$ cat src/rtl/int_ram_pkg.sv
`default_nettype none
// ============================================================================
// Module   : int_ram_pkg
// Purpose  : Shared types and constants for the intrinsic RAM ping-pong
//            loader: bank occupancy state, bank count, default widths.
// Revision : 1.0 - initial release
// ============================================================================
package int_ram_pkg;

    // Occupancy of one intrinsic RAM bank.
    typedef enum logic [0:0] {
        EMPTY = 1'b0,
        FULL  = 1'b1
    } bank_state_t;

    localparam int NUM_BANKS          = 2;
    localparam int DEFAULT_DATA_WIDTH = 5;
    localparam int DEFAULT_ADDR_WIDTH = 8;

endpackage : int_ram_pkg
`default_nettype wire

$ cat src/rtl/int_ram_loader_if.sv
`default_nettype none
// ============================================================================
// Module   : int_ram_loader_if
// Purpose  : Bundle of the LLR stream handshake, decoder read/release port
//            and the per-bank intrinsic RAM strobes.
// Modports : slave  - the loader (drives s_ready, frame_ready, dec_data,
//                     RAM strobes and rs)
//            master - the environment (front-end, decoder, RAM pair)
// Revision : 1.0 - initial release
// ============================================================================
interface int_ram_loader_if
    import int_ram_pkg::*;
#(
    parameter int DATA_WIDTH = DEFAULT_DATA_WIDTH,
    parameter int ADDR_WIDTH = DEFAULT_ADDR_WIDTH
) ();

    // LLR stream
    logic                                   s_valid;
    logic                                   s_ready;
    logic [DATA_WIDTH-1:0]                  s_data;

    // Decoder side
    logic                                   frame_ready;
    logic                                   dec_done;
    logic                                   dec_rd_en;
    logic [ADDR_WIDTH-1:0]                  dec_addr;
    logic [DATA_WIDTH-1:0]                  dec_data;

    // Intrinsic RAM pair
    logic [0:NUM_BANKS-1][ADDR_WIDTH-1:0]   ram_address;
    logic [0:NUM_BANKS-1][DATA_WIDTH-1:0]   ram_data_in;
    logic [0:NUM_BANKS-1][DATA_WIDTH-1:0]   ram_data_out;
    logic [0:NUM_BANKS-1]                   ram_we;
    logic [0:NUM_BANKS-1]                   ram_cs;
    logic                                   rs;

    modport slave (
        input  s_valid, s_data, dec_done, dec_rd_en, dec_addr, ram_data_out,
        output s_ready, frame_ready, dec_data, ram_address, ram_data_in,
               ram_we, ram_cs, rs
    );

    modport master (
        output s_valid, s_data, dec_done, dec_rd_en, dec_addr, ram_data_out,
        input  s_ready, frame_ready, dec_data, ram_address, ram_data_in,
               ram_we, ram_cs, rs
    );

endinterface : int_ram_loader_if
`default_nettype wire

$ cat src/rtl/int_bank_arbiter.sv
`default_nettype none
// ============================================================================
// Module   : int_bank_arbiter
// Purpose  : Combinational steering of the write-side and read-side strobes
//            onto the per-bank RAM ports, keyed by the bank each side owns.
// Ports    : i_wr_*       - accepted write (bank, address, data)
//            i_rd_*       - honoured read (bank, address)
//            o_ram_*      - per-bank address / data / we / cs
// Revision : 1.0 - initial release
// ============================================================================
module int_bank_arbiter
    import int_ram_pkg::*;
#(
    parameter int DATA_WIDTH = DEFAULT_DATA_WIDTH,
    parameter int ADDR_WIDTH = DEFAULT_ADDR_WIDTH
) (
    input  wire logic                                  i_wr_fire,
    input  wire logic                                  i_wr_bank,
    input  wire logic [ADDR_WIDTH-1:0]                 i_wr_addr,
    input  wire logic [DATA_WIDTH-1:0]                 i_wr_data,
    input  wire logic                                  i_rd_fire,
    input  wire logic                                  i_rd_bank,
    input  wire logic [ADDR_WIDTH-1:0]                 i_rd_addr,
    output logic      [0:NUM_BANKS-1][ADDR_WIDTH-1:0]  o_ram_address,
    output logic      [0:NUM_BANKS-1][DATA_WIDTH-1:0]  o_ram_data_in,
    output logic      [0:NUM_BANKS-1]                  o_ram_we,
    output logic      [0:NUM_BANKS-1]                  o_ram_cs
);

    // The writer only targets EMPTY banks and the reader only FULL ones, so
    // at most one side selects a given bank; idle banks see all-zero strobes.
    for (genvar b = 0; b < NUM_BANKS; b++) begin : g_bank
        logic w_wr_sel;
        logic w_rd_sel;

        assign w_wr_sel = i_wr_fire && (i_wr_bank == 1'(b));
        assign w_rd_sel = i_rd_fire && (i_rd_bank == 1'(b));

        assign o_ram_cs[b]      = w_wr_sel || w_rd_sel;
        assign o_ram_we[b]      = w_wr_sel;
        assign o_ram_address[b] = w_wr_sel ? i_wr_addr :
                                  w_rd_sel ? i_rd_addr : '0;
        assign o_ram_data_in[b] = w_wr_sel ? i_wr_data : '0;
    end

endmodule : int_bank_arbiter
`default_nettype wire

$ cat src/rtl/int_ram_loader.sv
`default_nettype none
// ============================================================================
// Module   : int_ram_loader
// Purpose  : Ping-pong controller for the two intrinsic-message RAM banks.
//            Streams LLR frames into the write bank while the decoder reads
//            the previously completed frame from the read bank.
// Ports    : clk, rst     - clock, asynchronous active-high reset
//            bus (slave)  - stream handshake, decoder port, RAM strobes, rs
// Revision : 1.0 - initial release
// ============================================================================
module int_ram_loader
    import int_ram_pkg::*;
#(
    parameter int DATA_WIDTH = DEFAULT_DATA_WIDTH,
    parameter int ADDR_WIDTH = DEFAULT_ADDR_WIDTH,
    // Must not exceed 2**ADDR_WIDTH.
    parameter int FRAME_LEN  = 1 << ADDR_WIDTH
) (
    input  wire logic        clk,
    input  wire logic        rst,
    int_ram_loader_if.slave  bus
);

    localparam logic [ADDR_WIDTH-1:0] C_LAST_ADDR = ADDR_WIDTH'(FRAME_LEN - 1);

    logic                   wr_bank_q, wr_bank_d;
    logic                   rd_bank_q, rd_bank_d;
    logic [ADDR_WIDTH-1:0]  wr_cnt_q,  wr_cnt_d;
    bank_state_t            bank_st_q [NUM_BANKS];
    bank_state_t            bank_st_d [NUM_BANKS];
    logic                   rd_sel_q,  rd_sel_d;
    // Set by the first honoured read; keeps dec_data at zero until the
    // RAM output register holds something this loader asked for.
    logic                   rd_seen_q, rd_seen_d;

    logic w_s_ready;
    logic w_frame_ready;
    logic w_wr_fire;
    logic w_wr_last;
    logic w_rd_fire;
    logic w_release;

    // Handshake flags come from registers only, so a release never raises
    // s_ready in the same cycle. Strobes are masked while rst is asserted so
    // the RAM ports read zero immediately on an asynchronous reset.
    assign w_s_ready     = (bank_st_q[wr_bank_q] == EMPTY);
    assign w_frame_ready = (bank_st_q[rd_bank_q] == FULL);
    assign w_wr_fire     = bus.s_valid && w_s_ready && !rst;
    assign w_wr_last     = w_wr_fire && (wr_cnt_q == C_LAST_ADDR);
    assign w_rd_fire     = bus.dec_rd_en && w_frame_ready && !rst;
    assign w_release     = bus.dec_done && w_frame_ready;

    always_comb begin
        wr_bank_d = wr_bank_q;
        rd_bank_d = rd_bank_q;
        wr_cnt_d  = wr_cnt_q;
        bank_st_d = bank_st_q;
        rd_sel_d  = rd_sel_q;
        rd_seen_d = rd_seen_q;

        if (w_wr_fire) begin
            if (w_wr_last) begin
                bank_st_d[wr_bank_q] = FULL;
                wr_bank_d            = ~wr_bank_q;
                wr_cnt_d             = '0;
            end else begin
                wr_cnt_d = wr_cnt_q + 1'b1;
            end
        end

        // Completion and release always touch different banks (the writer's
        // bank is EMPTY, the reader's is FULL), so both may apply at once.
        if (w_release) begin
            bank_st_d[rd_bank_q] = EMPTY;
            rd_bank_d            = ~rd_bank_q;
        end

        // rd_sel keeps the data mux on the bank actually read, even when the
        // same cycle's release moves rd_bank away.
        if (w_rd_fire) begin
            rd_sel_d  = rd_bank_q;
            rd_seen_d = 1'b1;
        end
    end

    always_ff @(posedge clk or posedge rst) begin
        if (rst) begin
            wr_bank_q <= 1'b0;
            rd_bank_q <= 1'b0;
            wr_cnt_q  <= '0;
            for (int b = 0; b < NUM_BANKS; b++) begin
                bank_st_q[b] <= EMPTY;
            end
            rd_sel_q  <= 1'b0;
            rd_seen_q <= 1'b0;
        end else begin
            wr_bank_q <= wr_bank_d;
            rd_bank_q <= rd_bank_d;
            wr_cnt_q  <= wr_cnt_d;
            bank_st_q <= bank_st_d;
            rd_sel_q  <= rd_sel_d;
            rd_seen_q <= rd_seen_d;
        end
    end

    int_bank_arbiter #(
        .DATA_WIDTH (DATA_WIDTH),
        .ADDR_WIDTH (ADDR_WIDTH)
    ) u_arbiter (
        .i_wr_fire     (w_wr_fire),
        .i_wr_bank     (wr_bank_q),
        .i_wr_addr     (wr_cnt_q),
        .i_wr_data     (bus.s_data),
        .i_rd_fire     (w_rd_fire),
        .i_rd_bank     (rd_bank_q),
        .i_rd_addr     (bus.dec_addr),
        .o_ram_address (bus.ram_address),
        .o_ram_data_in (bus.ram_data_in),
        .o_ram_we      (bus.ram_we),
        .o_ram_cs      (bus.ram_cs)
    );

    assign bus.s_ready     = w_s_ready;
    assign bus.frame_ready = w_frame_ready;
    assign bus.rs          = rd_bank_q;
    assign bus.dec_data    = rd_seen_q ? bus.ram_data_out[rd_sel_q] : '0;

endmodule : int_ram_loader
`default_nettype wire

$ cat src/flat_wrapper.sv
// flat-port wrapper written by rule: the top's interface ports become plain ports
module int_ram_loader_flat import int_ram_pkg::*;
#(
    parameter int DATA_WIDTH = DEFAULT_DATA_WIDTH,
    parameter int ADDR_WIDTH = DEFAULT_ADDR_WIDTH,
                                     
    parameter int FRAME_LEN  = 1 << ADDR_WIDTH
)
  (clk, rst, bus_s_valid, bus_s_data, bus_dec_done, bus_dec_rd_en, bus_dec_addr, bus_ram_data_out, bus_s_ready, bus_frame_ready, bus_dec_data, bus_ram_address, bus_ram_data_in, bus_ram_we, bus_ram_cs, bus_rs);
  int_ram_loader_if #(.DATA_WIDTH(DATA_WIDTH), .ADDR_WIDTH(ADDR_WIDTH)) bus_i ();
  input  wire logic clk;
  input  wire logic rst;
  input wire logic [$bits(bus_i.s_valid)-1:0] bus_s_valid;
  input wire logic [$bits(bus_i.s_data)-1:0] bus_s_data;
  input wire logic [$bits(bus_i.dec_done)-1:0] bus_dec_done;
  input wire logic [$bits(bus_i.dec_rd_en)-1:0] bus_dec_rd_en;
  input wire logic [$bits(bus_i.dec_addr)-1:0] bus_dec_addr;
  input wire logic [$bits(bus_i.ram_data_out)-1:0] bus_ram_data_out;
  output wire logic [$bits(bus_i.s_ready)-1:0] bus_s_ready;
  output wire logic [$bits(bus_i.frame_ready)-1:0] bus_frame_ready;
  output wire logic [$bits(bus_i.dec_data)-1:0] bus_dec_data;
  output wire logic [$bits(bus_i.ram_address)-1:0] bus_ram_address;
  output wire logic [$bits(bus_i.ram_data_in)-1:0] bus_ram_data_in;
  output wire logic [$bits(bus_i.ram_we)-1:0] bus_ram_we;
  output wire logic [$bits(bus_i.ram_cs)-1:0] bus_ram_cs;
  output wire logic [$bits(bus_i.rs)-1:0] bus_rs;
  assign bus_i.s_valid = bus_s_valid;
  assign bus_i.s_data = bus_s_data;
  assign bus_i.dec_done = bus_dec_done;
  assign bus_i.dec_rd_en = bus_dec_rd_en;
  assign bus_i.dec_addr = bus_dec_addr;
  assign bus_i.ram_data_out = bus_ram_data_out;
  assign bus_s_ready = bus_i.s_ready;
  assign bus_frame_ready = bus_i.frame_ready;
  assign bus_dec_data = bus_i.dec_data;
  assign bus_ram_address = bus_i.ram_address;
  assign bus_ram_data_in = bus_i.ram_data_in;
  assign bus_ram_we = bus_i.ram_we;
  assign bus_ram_cs = bus_i.ram_cs;
  assign bus_rs = bus_i.rs;
  int_ram_loader #(.DATA_WIDTH(DATA_WIDTH), .ADDR_WIDTH(ADDR_WIDTH), .FRAME_LEN(FRAME_LEN)) u_core (.clk(clk), .rst(rst), .bus(bus_i));
endmodule
$ cat config.mk
export PLATFORM = sky130hd
export DESIGN_NAME = int_ram_loader_flat
export DESIGN_NICKNAME = d
export VERILOG_FILES = /design/src/rtl/int_ram_pkg.sv /design/src/rtl/int_ram_loader_if.sv /design/src/rtl/int_bank_arbiter.sv /design/src/rtl/int_ram_loader.sv /design/src/flat_wrapper.sv
export SDC_FILE = /design/constraint.sdc
export NUM_CORES = 1
export LEC_CHECK = 0
export BUFFER_PORTS_ARGS = -buffer_cell sky130_fd_sc_hd__clkbuf_2
export CORE_UTILIZATION = 48
export CTS_BUF_LIST = sky130_fd_sc_hd__clkbuf_16
export DETAILED_ROUTE_END_ITERATION = 8
export GPL_TIMING_DRIVEN = 0
export PLACE_DENSITY = 0.91
export SYNTH_ARGS = -nofsm -noshare
export SYNTH_HDL_FRONTEND = slang
export SYNTH_SLANG_ARGS = --single-unit
$ cat constraint.sdc
create_clock -name clk -period 3.25 [get_ports clk]
set_input_delay 0 -clock clk [delete_from_list [all_inputs] [get_ports clk]]
set_output_delay 0 -clock clk [all_outputs]
set_load 0.1 [all_outputs]
==> results of run 1 <==
-- flip-flops by register name, summed over array words and instances (netlist names) --
signal / count
u_core.rd_seen_q: 1
u_core.wr_cnt_q: 8
u_core.bank_st_q: 2
u_core.rd_sel_q: 1
u_core.wr_bank_q: 1
u_core.bus.rs: 1
-- critical path: stages (launching register included) --
cell and delay [ns]:
dfrtp_1 0.37, buf_6 0.14, or4b_4 0.53, buf_6 0.16, clkinv_4 0.06, buf_8 0.11
nand2_1 0.05, a21oi_1 0.14, clkbuf_2 0.48
-- worst max path at each step --
stage | startpoint | end | slack [ns] | cells after the start
after detailed placement | u_core.wr_bank_q | bus_ram_address[11] | 1.24 | 8
after CTS | u_core.wr_bank_q | bus_ram_address[11] | 0.96 | 8
after floorplan | u_core.wr_bank_q | bus_ram_address[11] | 0.43 | 7
final | u_core.wr_bank_q | bus_ram_address[11] | 0.96 | 8
after global placement | u_core.wr_bank_q | bus_ram_address[11] | 1.24 | 8
after global routing | u_core.wr_bank_q | bus_ram_address[14] | 0.89 | 8
-- report_power, final --
part / switching [mW] / internal, mW
sequential: 0.0413 / 0.205
combinational: 0.170 / 0.0746
clock: 0.0668 / 0.161
total: 0.279 / 0.440
-- synth_stat cells (2+ instances only) --
cell type | number | area [um^2]
nor2_1 | 9 | 33.8
a21oi_1 | 11 | 55.1
nand4_1 | 2 | 12.5
buf_6 | 2 | 22.5
inv_1 | 3 | 11.3
o41ai_1 | 3 | 26.3
mux2i_1 | 13 | 130
xor2_1 | 3 | 26.3
nor3_1 | 2 | 10.0
o21ai_0 | 3 | 15.0
dfrtp_1 | 14 | 350
and2_1 | 10 | 62.6
buf_4 | 2 | 15.0
nand3b_1 | 2 | 15.0
and3b_1 | 2 | 17.5
o21ai_1 | 3 | 15.0
o211ai_1 | 3 | 22.5
buf_2 | 2 | 10.0
inv_2 | 2 | 7.51
nor2b_1 | 6 | 37.5
clkbuf_1 | 2 | 7.51
nand2_1 | 18 | 67.6
a31oi_1 | 2 | 12.5
nand3_1 | 5 | 25.0
-- logic make-up after synthesis --
family          synth area share, %
flops                          29.1
simple gates                   29.9
xor+xnor                       2.91
compound gates                 15.0
mux                            13.9
buf+inv                        8.12
fa+ha+maj                      1.04
-- cell usage in the layout (no fill, tap or decap), drive strengths merged --
cell type,n
buf,7
inv,5
nor2b,6
a21o,1
a21oi,11
nand4,2
clkbuf,70
a31oi,2
o211ai,3
nor4,2
nand3b,2
and2,10
or4b,1
xnor2,1
nand4b,1
nand2,18
and3b,2
dlygate4sd3,2
nand3,5
a211o,1
mux2,3
nor3b,1
nand2b,1
nor4bb,1
o21ai,6
dfrtp,14
a22o,1
mux2i,13
xor2,3
ha,1
and3,1
clkinv,1
o41ai,3
nor3,2
nor2,9
a31o,1
or2,1
-- cell type report --
type | instances | area [um^2]
tap | 28 | 35.0
multi-input combinational | 115 | 754
timing repair buffer | 67 | 345
fill | 189 | 618
clock buffer | 3 | 75.1
buffer | 9 | 70.1
inverter | 6 | 27.5
sequential | 14 | 350
-- routing by layer --
metal	global-route usage, %	vias to the layer above	routed length, um
li1	-	653	-
met1	29.3	638	1330
met2	47.2	69	1700
met3	4.09	4	248
met4	8.56	0	27
met5	0	-	0
==> reports/results.tsv, run 1 <==
stage	metric	value	unit
critical_path	r2r_setup_slack	1.67	ns
routing	antenna_left	0	
hold_path	worst_hold_path.num_cells	2	
floorplanning	start_util	52.8	%
floorplanning	ios	66	
timing	tns	0	ns
place	place_inst	237	
place	gp_congestion	0.835	
logic_synthesis	async_flop_share	100	%
clock_tree	cts_buffers	3	
floorplanning	chipWidth	52.1	um
critical_path	cp.arrival	2.29	ns
clock_tree	clock_path_buffers	2	
place	dp_hpwl	2470	um
clock_tree	clkTransAtPathRegs	0.05	ns
grt	antenna_found_initial	0	
floorplanning	rows	17	
clock_tree	clock_latency	0.24	ns
timing	relSlewSlack	55.6	%
hold_path	hp-start	bus_dec_rd_en	
routing	finalWirelength	3310	um
power	total_power	719	uW
power	leakage	0.840	nW
logic_synthesis	synth_nets	173	
logic_synthesis	synth_edf_count	0	
run_status	status	finished clean	
timing	setup_ws	0.965	ns
critical_path	r2r-end	u_core.wr_cnt_q[3]	
clock_tree	cts_tree	done	
power	powerDensity	433	mW/mm^2
logic_synthesis	synth_cell_types	44	
place	place_area	0.00156	mm^2
floorplanning	dieArea	0.00271	mm^2
clock_tree	post-cts-setup-buffers	0	
routing	post-route-drc-count	0	
timing	grt_setup_unrepaired	no	
routing	drtPass1Iterations	4	
place	dpl_worst_slack	1.24	ns
clock_tree	root_buffer	clkbuf_16	
final_layout	syn2layout_area_growth	37.9	%
logic_synthesis	yosys_warnings	0	
grt	grt_pass1_vias	1134	
logic_synthesis	synthCells	144	
timing	fmax	438	MHz
routing	wl_per_cell	13.7	um
timing	fin_crit	2.29	ns
critical_path	ff2ff_path_depth	4	
grt	grt_max_degree	19	
final_layout	stdcell_area	0.00166	mm^2
logic_synthesis	syn_area_per_cell	8.35	um^2
critical_path	end_kind	primary output	
logic_synthesis	ys_seq_elements	14	
final_layout	layout-drive-gt1-share	38.8	%
grt	globalRouteOverflowTotal	0	
clock_tree	ctsResizeCount	0	
place	io_buffers	65	
critical_path	worstSetupPathType	register to primary output	
logic_synthesis	synth_ff_type	dfrtp_1	
logic_synthesis	ys_seq_area_share	29.1	%
final_layout	final_cells	242	
routing	viasPerCell	5.64	
routing	first_iter_violations	50	
final_layout	diodes	0	
timing	final_max_slew_viol_count	0	
timing	setup_viol	0	
grt	grt_pass1_wl	5120	um
timing	hold_viol	0	
timing	timing.final.crit_share	70.3	%
clock_tree	h-tree-depth	1	
grt	gr-usage-all-layers	25.6	%
clock_tree	hold_buffers	2	
hold_path	hp-class	input port to register	
timing	worst_pin_slew	0.661	ns
timing	skew	0.00307	ns
power	peakVddDrop	0.000328	V
clock_tree	clock_sinks	14	
hold_path	hold_end	u_core.rd_seen_q	
floorplanning	core_area	0.00228	mm^2
logic_synthesis	netlist_area	0.00120	mm^2
critical_path	required	3.25	ns
timing	holdWs	0.0617	ns
final_layout	nNetsFinal	245	
critical_path	r2r_start	u_core.wr_cnt_q[0]	
critical_path	start_kind	register	
flow_run	max-cap-violations	0	
critical_path	cp_max_fo	10	
final_layout	final_core_util	72.8	%
routing	vias	1364	
floorplanning	die_h	52.1	um
Power figures use the tool's default switching activity.
==> inputs of run 2 (changes only) <==
- CORE_UTILIZATION: 48 -> 44
- PLACE_DENSITY: 0.91 -> 0.85
- clock period: 3.25 -> 2.4 ns (I/O delays scaled with it)
==> run 2 against run 1 <==
Compared with the run above:
- via count down 2.6%
- total power grew 38%
- cell count increased by 1.2%
- flip-flop and latch count unchanged
- worst hold slack improved by 0.020 ns
- clock power rose by 42%
- register-to-register slack worse by 0.85 ns
- combinational power is 37% higher
- core utilization fell by 6.4 points
- sequential share of layout area decreased by 0.22 points
- worst setup slack lost 0.83 ns
- global-route usage is 1.0 points lower
- largest cell class unchanged
- highest routed layer unchanged
==> reports/results.tsv, run 2 (synthesized netlist as in run 1, its figures left out) <==
stage	metric	value	unit	change
run_status	status	finished clean		unchanged
clock_tree	clock_path_buffers	2		unchanged
grt	grt_pass1_vias	1141		was 1134
final_layout	final_common_cell	clkbuf_2		unchanged
timing	worst_pin_slew	0.806	ns	was 0.661 ns
timing	fin_crit	2.27	ns	
critical_path	critPathCapture	bus_ram_address[11]		unchanged
timing	grt_setup_unrepaired	no		unchanged
timing	hold_viol	0		unchanged
final_layout	layout-drive-gt1-share	40.5	%	was 38.8%
floorplanning	rows	18		was 17
clock_tree	clock_latency	0.25	ns	was 0.24 ns
critical_path	r2r-end	u_core.wr_cnt_q[3]		unchanged
critical_path	critPathLaunch	u_core.wr_bank_q		unchanged
routing	post-route-drc-count	0		unchanged
timing	holdWs	0.0818	ns	was 0.0617 ns
grt	globalRouteOverflowTotal	0		unchanged
timing	timing.final.crit_share	94.5	%	
routing	finalWirelength	3320	um	was 3310 um
floorplanning	die_h	54.3	um	was 52.1 um
place	io_buffers	65		unchanged
critical_path	cp_max_fo	10		unchanged
power	leakage	0.841	nW	was 0.840 nW
final_layout	top_register	u_core.wr_cnt_q		unchanged
clock_tree	clock_sinks	14		unchanged
clock_tree	cts_tree	done		unchanged
grt	grt_max_degree	19		unchanged
floorplanning	chipWidth	54.3	um	was 52.1 um
final_layout	register_area	350	um^2	unchanged
grt	grt_pass1_wl	5060	um	was 5120 um
critical_path	cp.arrival	2.27	ns	was 2.29 ns
power	peakVddDrop	0.000406	V	was 0.000328 V
final_layout	nNetsFinal	245		unchanged
clock_tree	clkTransAtPathRegs	0.05	ns	about the same
clock_tree	ctsResizeCount	0		unchanged
critical_path	worstSetupPathType	register to primary output		unchanged
routing	first_iter_violations	34		was 50
timing	relSlewSlack	45.9	%	was 55.6%
critical_path	start_kind	register		unchanged
final_layout	reg.largest.list	u_core.wr_cnt_q x8, u_core.bank_st_q x2		unchanged
final_layout	syn2layout_area_growth	39.3	%	was 37.9%
power	powerDensity	593	mW/mm^2	was 433 mW/mm^2
grt	antenna_found_initial	0		unchanged
floorplanning	dieArea	0.00295	mm^2	was 0.00271 mm^2
routing	drtPass1Iterations	4		unchanged
floorplanning	core_area	0.00252	mm^2	was 0.00228 mm^2
critical_path	end_kind	primary output		unchanged
floorplanning	ios	66		unchanged
final_layout	diodes	0		unchanged
routing	antenna_left	0		unchanged
final_layout	final_core_util	66.4	%	was 72.8%
critical_path	r2r_start	u_core.wr_cnt_q[0]		unchanged
place	dp_hpwl	2510	um	was 2470 um
clock_tree	root_buffer	clkbuf_16		unchanged
timing	skew	0.00567	ns	was 0.00307 ns
critical_path	critical_path.most_common_cell	buf_6		unchanged
critical_path	slowest_delay	0.53	ns	about the same
clock_tree	cts_buffers	3		unchanged
grt	gr-usage-all-layers	24.6	%	was 25.6%
critical_path	required	2.40	ns	was 3.25 ns
routing	viasPerCell	5.42		was 5.64
critical_path	ff2ff_path_depth	4		unchanged
critical_path	critical_path.cell_chain	buf_6 -> or4b_4 -> buf_6 -> clkinv_4 -> buf_8 -> nand2_1 -> a21oi_2 -> clkbuf_2		was buf_6 -> or4b_4 -> buf_6 -> clkinv_4 -> buf_8 -> nand2_1 -> a21oi_1 -> clkbuf_2
routing	vias	1329		was 1364
floorplanning	start_util	47.7	%	was 52.8%
timing	fmax	441	MHz	
timing	setup_viol	0		unchanged
critical_path	cpMaxStageDelayCell	or4b_4		unchanged
hold_path	hp-class	input port to register		unchanged
clock_tree	h-tree-depth	1		unchanged
final_layout	largest_reg_flops	8		unchanged
final_layout	multi_input_area	766	um^2	was 754 um^2
routing	wl_per_cell	13.5	um	was 13.7 um
critical_path	r2r_setup_slack	0.82	ns	was 1.67 ns
place	gp_congestion	0.857		was 0.835
flow_run	max-cap-violations	0		unchanged
final_layout	mostFrequentLayoutCells	65 x clkbuf_2, 18 x nand2_1, 14 x dfrtp_1		unchanged
timing	final_max_slew_viol_count	0		unchanged
final_layout	fillerInstances	225		was 189
==> run 2: how the worst min path moves through the flow <==
stage             startpoint             endpoint  slack (ns)  cells past startpoint
4_1_cts        bus_dec_rd_en     u_core.rd_seen_q        0.06                      2
6_report       bus_dec_rd_en     u_core.rd_seen_q        0.08                      2
3_5_place_dp             rst     u_core.rd_seen_q        0.05                      2
5_1_grt        bus_dec_rd_en     u_core.rd_seen_q        0.10                      2
2_1_floorplan            rst  u_core.bank_st_q[0]       -0.17                      1
3_3_place_gp             rst        u_core.bus.rs        0.06                      2
==> run 2: per-layer routing <==
layer,routed length [um],vias up,global-route usage (%)
met4,59,0,14.5
li1,-,656,-
met5,0,-,0
met3,280,8,3.33
met2,1600,72,40.9
met1,1370,593,30.0
==> run 2: what timing repair did <==
item                                   in CTS  in global routing
hold buffers                                2                  0
setup buffers                               0                  0
endpoints found under the hold margin      15                  0
==> run 2: area by class of cell <==
type | instances | area share (%)
Multi-Input combinational cell | 115 | 45.7
Sequential cell | 14 | 20.9
Timing Repair Buffer | 67 | 20.6
Clock buffer | 3 | 4.48
Buffer | 9 | 4.18
Tap cell | 30 | 2.24
Inverter | 6 | 1.64
Clock inverter | 1 | 0.224
==> run 2: where the power goes <==
| part | switching, mW | internal (mW) | total, mW |
|---|---|---|---|
| clock | 0.102 | 0.221 | 0.323 |
| combinational | 0.233 | 0.103 | 0.335 |
| sequential | 0.0581 | 0.277 | 0.335 |
==> run 2: worst max-delay path, delay by kind of cell (launching register included) <==
family | cells | cell delay, ns
buf+inv | 5 | 0.93
simple gates | 2 | 0.59
flops | 1 | 0.36
compound gates | 1 | 0.12
==> run 2: stage by stage <==
step	setup WS, ns	area (um^2)	power (mW)	setup TNS, ns	instances
6_report	0.131	1680	0.993	0	245
5_1_grt	0.0102	1680	1.04	0	245
4_1_cts	0.124	1680	0.988	0	245
3_5_place_dp	0.389	1580	0.666	0	239
3_3_place_gp	0.403	1580	0.654	0	239
2_1_floorplan	-0.421	1210	0.577	-4.96	144
==> inputs of run 3 (changes only) <==
--- a/config.mk
+++ b/config.mk
@@ -12,2 +12,3 @@
 export GPL_TIMING_DRIVEN = 0
+export HOLD_SLACK_MARGIN = 0.02
 export PLACE_DENSITY = 0.85
==> constraint.sdc (replaced) <==
create_clock -name clk -period 2.4 [get_ports clk]
set_input_delay 0.24 -clock clk [delete_from_list [all_inputs] [get_ports clk]]
set_output_delay 0.24 -clock clk [all_outputs]
set_load 0.1 [all_outputs]
==> run 3 against run 2 <==
Compared with the run above:
- clock power about the same
- sequential share of layout area decreased by 1.1 points
- cell count fell by 0.82%
- critical path depth is the same
- non-clock buffer count fell by 2
- clock-buffer cell count did not move
- worst hold slack got worse by 0.044 ns
- clock skew is 0.0044 ns lower
- core utilization grew 4.0 points
- combinational power up 4%
- register-to-register slack is essentially flat
- routed wire length increased by 3.6%
- highest routed layer unchanged
==> reports/results.tsv, run 3 (synthesized netlist as in run 1, its figures left out) <==
stage	metric	value	unit	change
flow_run	max-cap-violations	0		unchanged
timing	relSlewSlack	56.6	%	was 45.9%
floorplanning	core_area	0.00252	mm^2	unchanged
routing	first_iter_violations	31		was 34
routing	finalWirelength	3440	um	was 3320 um
final_layout	diodes	0		unchanged
clock_tree	clock_path_buffers	2		unchanged
hold_path	hp-class	input port to async pin		was input port to register
grt	gr-usage-all-layers	23.9	%	was 24.6%
clock_tree	hold_buffers	0		was 2
final_layout	final_core_util	70.4	%	was 66.4%
critical_path	ff2ff_path_depth	5		was 4
final_layout	register_area	352	um^2	was 350 um^2
critical_path	critical_path.cell_chain	buf_6 -> or4b_4 -> buf_6 -> clkinv_4 -> buf_8 -> nand2_1 -> a21oi_4 -> clkbuf_8		was buf_6 -> or4b_4 -> buf_6 -> clkinv_4 -> buf_8 -> nand2_1 -> a21oi_2 -> clkbuf_2
grt	antenna_found_initial	0		unchanged
place	gp_congestion	0.782		was 0.857
grt	grt_pass1_vias	1093		was 1141
critical_path	cp.depth	8		unchanged
power	total_power	1.00	mW	was 993 uW
floorplanning	dieArea	0.00295	mm^2	unchanged
floorplanning	ios	66		unchanged
timing	hold_viol	0		unchanged
clock_tree	clock_latency	0.25	ns	about the same
routing	wl_per_cell	14.1	um	was 13.5 um
routing	antenna_left	0		unchanged
critical_path	cp_max_fo	10		unchanged
routing	viasPerCell	5.58		was 5.42
routing	post-route-drc-count	0		unchanged
critical_path	cpMaxStageDelayCell	or4b_4		unchanged
clock_tree	ctsResizeCount	19		was 0
critical_path	cp.arrival	2.10	ns	was 2.27 ns
final_layout	reg.largest.list	u_core.wr_cnt_q x8, u_core.bank_st_q x2		unchanged
routing	drtPass1Iterations	4		unchanged
clock_tree	h-tree-depth	1		unchanged
critical_path	end_kind	primary output		unchanged
critical_path	worstSetupPathType	register to primary output		unchanged
timing	holdWs	0.0378	ns	was 0.0818 ns
clock_tree	clkTransAtPathRegs	0.05	ns	about the same
place	io_buffers	65		unchanged
floorplanning	rows	18		unchanged
timing	worst_pin_slew	0.651	ns	was 0.806 ns
timing	fin_crit	2.34	ns	was 2.27 ns
run_status	status	finished clean		unchanged
final_layout	nNetsFinal	243		was 245
timing	skew	0.00129	ns	was 0.00567 ns
power	leakage	0.847	nW	was 0.841 nW
final_layout	syn2layout_area_growth	47.7	%	was 39.3%
power	powerDensity	564	mW/mm^2	was 593 mW/mm^2
timing	setup_viol	0		unchanged
final_layout	fillerInstances	210		was 225
timing	grt_setup_unrepaired	no		unchanged
critical_path	crit_family	buffers and inverters		unchanged
critical_path	required	2.16	ns	was 2.40 ns
critical_path	critical_path.most_common_cell	buf_6		unchanged
final_layout	largest_reg_flops	8		unchanged
floorplanning	start_util	47.7	%	unchanged
place	dpl_worst_slack	0.112	ns	was 0.389 ns
critical_path	start_kind	register		unchanged
final_layout	final_common_cell	clkbuf_2		unchanged
timing	timing.final.crit_share	97.4	%	was 94.5%
critical_path	worst-path-buf-inv	5		unchanged
clock_tree	root_buffer	clkbuf_16		unchanged
clock_tree	cts_buffers	3		unchanged
clock_tree	cts_tree	done		unchanged
clock_tree	clock_sinks	14		unchanged
grt	grt_max_degree	19		unchanged
timing	fmax	428	MHz	was 441 MHz
grt	globalRouteOverflowTotal	0		unchanged
grt	grt_pass1_wl	4970	um	was 5060 um
timing	final_max_slew_viol_count	0		unchanged
floorplanning	die_h	54.3	um	unchanged
timing	setup_ws	0.0629	ns	was 0.131 ns
final_layout	multi_input_area	820	um^2	was 766 um^2
clock_tree	post-cts-setup-buffers	0		unchanged
final_layout	top_register	u_core.wr_cnt_q		unchanged
power	peakVddDrop	0.000467	V	was 0.000406 V
floorplanning	chipWidth	54.3	um	unchanged
final_layout	mostFrequentLayoutCells	42 x clkbuf_2, 18 x nand2_1, 13 x mux2i_1, 13 x dfrtp_1, 12 x clkbuf_4		was 65 x clkbuf_2, 18 x nand2_1, 14 x dfrtp_1
final_layout	layout-drive-gt1-share	47.9	%	was 40.5%
critical_path	slowest_delay	0.54	ns	was 0.53 ns
place	dp_hpwl	2560	um	was 2510 um
routing	vias	1356		was 1329
run 3: changes by cell type in the layout (fill, tap and decap cells not counted), sizes merged:
cell and change:
dlygate4sd3 -2, buf +10, clkbuf -10
run 3: where the power goes:
group,total (mW),leakage [nW],internal [mW],switching (mW)
clock network,0.320,0.0385,0.221,0.0991
registers,0.333,0.179,0.277,0.0555
logic,0.349,0.630,0.110,0.239
total,1.00,0.847,0.608,0.394
run 3: cell type report:
class	count	area share, %
timing repair buffer	65	21.8
clock inverter	1	0.211
clock buffer	3	4.23
buffer	9	4.09
sequential	14	19.8
tap	30	2.11
inverter	6	1.55
multi-input combinational	115	46.2
run 3: final timing paths:
kind / from / end / slack, ns
worst max-delay path: u_core.wr_bank_q / bus_ram_address[11] / 0.06
worst min-delay path: rst / u_core.bank_st_q[1] / 0.04
worst min register to register: u_core.wr_cnt_q[6] / u_core.wr_cnt_q[6] / 0.55
min in group clk: bus_dec_done / u_core.bus.rs / 0.22
worst max register to register: u_core.wr_bank_q / u_core.bank_st_q[1] / 0.81
max in group asynchronous: rst / u_core.bus.rs / 2.06
run 3: per-stage QoR:
stage / instance area (um^2) / cells / TNS (ns)
2_1_floorplan: 1260 / 144 / -0.463
3_3_place_gp: 1620 / 239 / 0
3_5_place_dp: 1620 / 239 / 0
4_1_cts: 1760 / 243 / 0
5_1_grt: 1780 / 243 / 0
6_report: 1780 / 243 / 0
run 3: worst register-to-register path, cell delays in order, from the launching register on:
cell and delay [ns]:
dfrtp_1 0.37, buf_6 0.13, mux2_4 0.35, inv_2 0.10
nand2_1 0.11, o41ai_1 0.40
run 3: metal layers:
layer / routed length [um] / GRT usage, % / vias to the layer above
li1: - / - / 654
met1: 1470 / 28.9 / 634
met2: 1650 / 42.3 / 61
met3: 260 / 3.89 / 7
met4: 51 / 8.55 / 0
met5: 0 / 0 / -
